==> src/rtl/dff_timing_monitor_if.sv <==
// rtl/dff_timing_monitor_if.sv - monitored lines and checker results for the DFF timing monitor
interface dff_timing_monitor_if #(
  parameter int CNT_W = 8
);
  logic             d_in;
  logic             mclk_in;
  logic             q_ref;
  logic             edge_pulse;
  logic             setup_viol;
  logic             hold_viol;
  logic [CNT_W-1:0] setup_cnt;
  logic [CNT_W-1:0] hold_cnt;

  // Side that drives the monitored data/clock lines and reads the verdicts
  modport master (
    output d_in,
    output mclk_in,
    input  q_ref,
    input  edge_pulse,
    input  setup_viol,
    input  hold_viol,
    input  setup_cnt,
    input  hold_cnt
  );

  // The monitor itself
  modport slave (
    input  d_in,
    input  mclk_in,
    output q_ref,
    output edge_pulse,
    output setup_viol,
    output hold_viol,
    output setup_cnt,
    output hold_cnt
  );
endinterface

==> src/rtl/dff_timing_monitor.sv <==
// rtl/dff_timing_monitor.sv - oversampling setup/hold checker for a monitored flip-flop interface
module dff_timing_monitor #(
  parameter int SETUP_CYC = 5,
  parameter int HOLD_CYC  = 5,
  parameter int CNT_W     = 8
) (
  input logic                clk,
  input logic                rst,
  dff_timing_monitor_if.slave mon
);

  typedef enum logic [0:0] {
    IDLE = 1'b0,
    HOLD = 1'b1
  } state_t;

  localparam logic [7:0]       SETUP_THR = 8'(SETUP_CYC - 1);
  localparam logic [7:0]       HOLD_LD   = 8'(HOLD_CYC);
  localparam logic [7:0]       STABLE_MX = 8'hFF;
  localparam logic [CNT_W-1:0] CNT_MAX   = '1;
  localparam logic [CNT_W-1:0] CNT_ONE   = CNT_W'(1);

  // Sampled lines and their one-cycle-old copies
  logic d_s, d_p, m_s, m_p;

  // Cycles since the last data change, and whether any change happened since reset
  logic [7:0] stable;
  logic       seen_change;

  // Hold-window tracker
  state_t     state;
  logic [7:0] win;

  // Per-cycle events derived from the sample pipeline
  logic edge_c, chg_c, setup_c, hold_c;

  // Event decode: a change that coincides with an edge belongs to setup, never hold
  always_comb begin
    edge_c  = m_s & ~m_p;
    chg_c   = d_s ^ d_p;
    setup_c = edge_c & seen_change & (chg_c | (stable < SETUP_THR));
    hold_c  = (state == HOLD) & chg_c & ~edge_c;
  end

  // Input stage: sample both monitored lines and keep the previous sample
  always_ff @(posedge clk) begin
    if (rst) begin
      d_s <= 1'b0;
      d_p <= 1'b0;
      m_s <= 1'b0;
      m_p <= 1'b0;
    end else begin
      d_s <= mon.d_in;
      d_p <= d_s;
      m_s <= mon.mclk_in;
      m_p <= m_s;
    end
  end

  // Stability counter: restarts on every data change, otherwise counts up and saturates
  always_ff @(posedge clk) begin
    if (rst) begin
      stable      <= 8'd0;
      seen_change <= 1'b0;
    end else if (chg_c) begin
      stable      <= 8'd0;
      seen_change <= 1'b1;
    end else if (stable != STABLE_MX) begin
      stable      <= stable + 8'd1;
    end
  end

  // Hold-window FSM: each edge (re)opens a window of HOLD_CYC cycles after it
  always_ff @(posedge clk) begin
    if (rst) begin
      state <= IDLE;
      win   <= 8'd0;
    end else begin
      case (state)
        IDLE: begin
          if (edge_c) begin
            win   <= HOLD_LD;
            state <= HOLD;
          end
        end
        HOLD: begin
          if (edge_c) begin
            win   <= HOLD_LD;
          end else if (win <= 8'd1) begin
            win   <= 8'd0;
            state <= IDLE;
          end else begin
            win   <= win - 8'd1;
          end
        end
        default: begin
          state <= IDLE;
          win   <= 8'd0;
        end
      endcase
    end
  end

  // Registered verdicts: pulses, reference capture and saturating counters
  always_ff @(posedge clk) begin
    if (rst) begin
      mon.q_ref      <= 1'b0;
      mon.edge_pulse <= 1'b0;
      mon.setup_viol <= 1'b0;
      mon.hold_viol  <= 1'b0;
      mon.setup_cnt  <= '0;
      mon.hold_cnt   <= '0;
    end else begin
      mon.edge_pulse <= edge_c;
      mon.setup_viol <= setup_c;
      mon.hold_viol  <= hold_c;
      // d_p is the value before any same-cycle change, i.e. what an ideal flop latches
      if (edge_c) begin
        mon.q_ref <= d_p;
      end
      if (setup_c && (mon.setup_cnt != CNT_MAX)) begin
        mon.setup_cnt <= mon.setup_cnt + CNT_ONE;
      end
      if (hold_c && (mon.hold_cnt != CNT_MAX)) begin
        mon.hold_cnt <= mon.hold_cnt + CNT_ONE;
      end
    end
  end

endmodule

==> src/flat_wrapper.sv <==
// flat-port wrapper written by rule: the top's interface ports become plain ports
module dff_timing_monitor_flat 
#(
  parameter int SETUP_CYC = 5,
  parameter int HOLD_CYC  = 5,
  parameter int CNT_W     = 8
)
  (clk, rst, mon_d_in, mon_mclk_in, mon_q_ref, mon_edge_pulse, mon_setup_viol, mon_hold_viol, mon_setup_cnt, mon_hold_cnt);
  dff_timing_monitor_if #(.CNT_W(CNT_W)) mon_i ();
  input logic clk;
  input logic rst;
  input wire logic [$bits(mon_i.d_in)-1:0] mon_d_in;
  input wire logic [$bits(mon_i.mclk_in)-1:0] mon_mclk_in;
  output wire logic [$bits(mon_i.q_ref)-1:0] mon_q_ref;
  output wire logic [$bits(mon_i.edge_pulse)-1:0] mon_edge_pulse;
  output wire logic [$bits(mon_i.setup_viol)-1:0] mon_setup_viol;
  output wire logic [$bits(mon_i.hold_viol)-1:0] mon_hold_viol;
  output wire logic [$bits(mon_i.setup_cnt)-1:0] mon_setup_cnt;
  output wire logic [$bits(mon_i.hold_cnt)-1:0] mon_hold_cnt;
  assign mon_i.d_in = mon_d_in;
  assign mon_i.mclk_in = mon_mclk_in;
  assign mon_q_ref = mon_i.q_ref;
  assign mon_edge_pulse = mon_i.edge_pulse;
  assign mon_setup_viol = mon_i.setup_viol;
  assign mon_hold_viol = mon_i.hold_viol;
  assign mon_setup_cnt = mon_i.setup_cnt;
  assign mon_hold_cnt = mon_i.hold_cnt;
  dff_timing_monitor #(.SETUP_CYC(SETUP_CYC), .HOLD_CYC(HOLD_CYC), .CNT_W(CNT_W)) u_core (.clk(clk), .rst(rst), .mon(mon_i));
endmodule
==> config.mk <==
export PLATFORM = sky130hd
export DESIGN_NAME = dff_timing_monitor_flat
export DESIGN_NICKNAME = d
export VERILOG_FILES = /design/src/rtl/dff_timing_monitor_if.sv /design/src/rtl/dff_timing_monitor.sv /design/src/flat_wrapper.sv
export SDC_FILE = /design/constraint.sdc
export NUM_CORES = 1
export LEC_CHECK = 0
export ABC_AREA = 1
export CORE_AREA = 4 4 73 75
export DETAILED_ROUTE_END_ITERATION = 10
export DIE_AREA = 0 0 77 79
export GPL_ROUTABILITY_DRIVEN = 0
export PLACE_DENSITY = 0.62
export SLEW_MARGIN = 0
export SYNTH_ARGS = -nofsm -noshare
export SYNTH_HDL_FRONTEND = slang
export SYNTH_SLANG_ARGS = --single-unit
==> constraint.sdc <==
create_clock -name clk -period 4.35 [get_ports clk]
set_clock_uncertainty 0.1 [all_clocks]
set_input_delay 0.435 -clock clk [delete_from_list [all_inputs] [get_ports clk]]
set_output_delay 0.435 -clock clk [all_outputs]
set_load 0.1 [all_outputs]
==> flow_summary.yaml <==
setup_path:
  worst_ep_required_time_ns: 3.82
  worst_r2r_path_depth: 7
  rr_startpoint: "u_core.mon.setup_cnt[0]"
  crit_type: "register to output pin"
  crit_family: "buffers and inverters"
  cp_cell_sequence: "clkdlybuf4s50_1"
  cp-start-kind: "register"
  crit_buf_inv: 1
  end_kind: "output pin"
  slowest_delay_ns: 1.17
  path_max_fanout: 6
  crit_arrival_ns: 1.91
  reg2reg_slack_ns: 2.71
  reg2reg_to: "u_core.mon.setup_cnt[0]"
  cp_slowest_cell: "clkdlybuf4s50_1"
logic_synthesis:
  synth_warnings: 0
  yosysSeqAreaShare_pct: 40.6
  synth_cell_types: 25
  synth_nets: 305
  async_flop_share_pct: 0
  synth_edf_count: 0
  syn_area_per_cell_um2: 7.00
  ys.flop_type: "dfxtp_1"
  synth_seq_cells: 42
  synthCells: 296
  synth_area_mm2: 0.00207
clock_network:
  cts_buffers: 5
  htree_levels: 2
  post_cts_buffers: 0
  max-clock-path-buffers: 2
  ctsHoldBuffers: 0
  clkSinkCount: 42
  cts_tree: "built"
  clk_pin_slew_ns: 0.08
  clk_latency_ns: 0.29
  cts-root-buf: "clkbuf_8"
  cts_resized: 0
final_layout:
  fin_area_mm2: 0.00247
  nFillCells: 484
  finalNetCount: 332
  multi_input_area_mm2: 0.00106
  regArea_um2: 841
  utilization_pct: 52.9
  drive_gt1_share_pct: 6.19
  antenna_cells: 0
  area_growth_syn_to_layout_pct: 19.1
placed_design:
  portBuffers: 23
  place_hpwl_um: 3040
  place_area_mm2: 0.00235
timing:
  fmax_mhz: 410
  rsz0062_at_grt: "false"
  hold_viol_final: 0
  min_period_ns: 2.44
  relSlewSlack_pct: 34.5
  tns_ns: 0
  finalCritPeriodShare_pct: 56.1
  setup_viol: 0
  worst_pin_slew_ns: 0.979
  slew_viol_final: 0
drt:
  vias_per_cell: 4.85
  drt_first_pass_iters: 4
  ant_nets: 0
  drt_iter0_drc: 137
  drcViolationCount: 0
  finalWirelength_um: 4230
  wl_per_cell_um: 11.2
  via_count: 1829
min_path:
  hold_path_depth: 2
  hold_start: "u_core.m_s"
  min_path_type: "register to register"
  hold_end: "u_core.m_p"
floorplanning:
  die_y_um: 79
  io_pins: 24
  core_mm2: 0.00466
  die_area_mm2: 0.00608
  rows: 25
  start_util_pct: 44.5
  die_width_um: 77
power_and_ir_drop:
  p_per_area_mw_per_mm2: 328
  vdd_ir_drop_max_v: 0.000215
  power_leakage_uw: 0.00101
global_routing:
  first_global_vias: 1655
  grtUsageMet3_pct: 2.72
  overflow: 0
  use_met2_pct: 25.3
  grt_busiest_layer: "met2"
  antenna_found_initial: 0
  grt_max_degree: 31
  grtUsageTotal_pct: 14.8
  grt_pass1_wl_um: 7330
  grt_util_met1_pct: 18.6
status:
  status: "finished, final reports clean"
flow_run:
  max_cap_viol_count: 0
## synth_stat cells (4+ instances only)
cell type	instances	area share [%]
xor2_1	9	3.8
nor2_1	37	6.7
o21ai_0	10	2.4
dfxtp_1	42	41
nand2_2	4	1.2
a21oi_1	28	6.8
nand2_1	72	13
nand3_1	23	5.6
ha_1	5	3.0
nor3_1	4	0.97
inv_1	38	6.9
## cells by family after synthesis
kind of cell	after synthesis	synth area share (%)
simple gates	151	31.9
fa+ha+maj	5	3.02
xor+xnor	12	5.07
compound gates	43	11.2
buf+inv	43	8.27
flops	42	40.6
## layout by cell type (no fill, tap or decap), types with 3 or more instances in the layout
cell,synthesis,routed
xnor2_1,3,3
inv_1,38,38
clkbuf_8,0,6
nand3_2,3,3
ha_1,5,5
dfxtp_1,42,42
clkdlybuf4s50_1,0,23
nor3_1,4,4
nand3_1,23,23
o21ai_0,10,10
a21oi_1,28,28
nor2_1,37,37
xor2_1,9,9
nand4_1,3,3
nand2_1,72,72
nand2_2,4,4
## area by class of cell
class / count / share of cell area (%)
inverters: 39 / 6.03
flip-flops and latches: 42 / 34.1
well taps: 54 / 2.74
clock buffers: 6 / 3.35
repair buffers: 24 / 9.63
multi-input cells: 211 / 43.0
clock inverters: 1 / 1.22
## report_power, final
group | leakage [µW] | switching [µW] | internal, µW
clock | 0.0000573 | 129 | 184
sequential | 0.000341 | 9.03 | 395
combinational | 0.000609 | 62.7 | 29.5
total | 0.00101 | 200 | 608
## per-layer routing
layer,vias up,wire length [µm]
li1,989,-
met1,816,2070
met2,16,2000
met3,8,99
met4,0,62
met5,-,0
## through the flow
stage	power, µW	worst slack, ns	cells	hold slack (ns)
2_1_floorplan	485	2.15	296	0.315
3_3_place_gp	505	2.24	370	0.328
3_5_place_dp	506	2.22	370	0.332
4_1_cts	818	1.90	377	0.345
5_1_grt	847	1.85	377	0.381
6_report	809	1.91	377	0.337
## registers in the layout, indices dropped and copies added, names as in the netlist
name / count
u_core.d_p: 1
u_core.d_s: 1
u_core.m_p: 1
u_core.m_s: 1
u_core.mon.edge_pulse: 1
u_core.mon.hold_cnt: 8
u_core.mon.hold_viol: 1
u_core.mon.q_ref: 1
u_core.mon.setup_cnt: 8
u_core.mon.setup_viol: 1
u_core.seen_change: 1
u_core.stable: 8
u_core.state: 1
u_core.win: 8
## how the worst max path moves through the flow
stage	startpoint	endpoint	slack [ns]	depth (start not counted)
after floorplan	u_core.mon.hold_cnt[0]	u_core.mon.hold_cnt[0]	2.15	8
after global placement	u_core.mon.setup_cnt[2]	mon_setup_cnt[2]	2.24	1
after detailed placement	u_core.mon.hold_cnt[2]	mon_hold_cnt[2]	2.22	1
after CTS	u_core.mon.hold_cnt[2]	mon_hold_cnt[2]	1.90	1
after global routing	u_core.mon.hold_cnt[2]	mon_hold_cnt[2]	1.85	1
final	u_core.mon.setup_cnt[2]	mon_setup_cnt[2]	1.91	1
(Power assumes the default switching activity.)
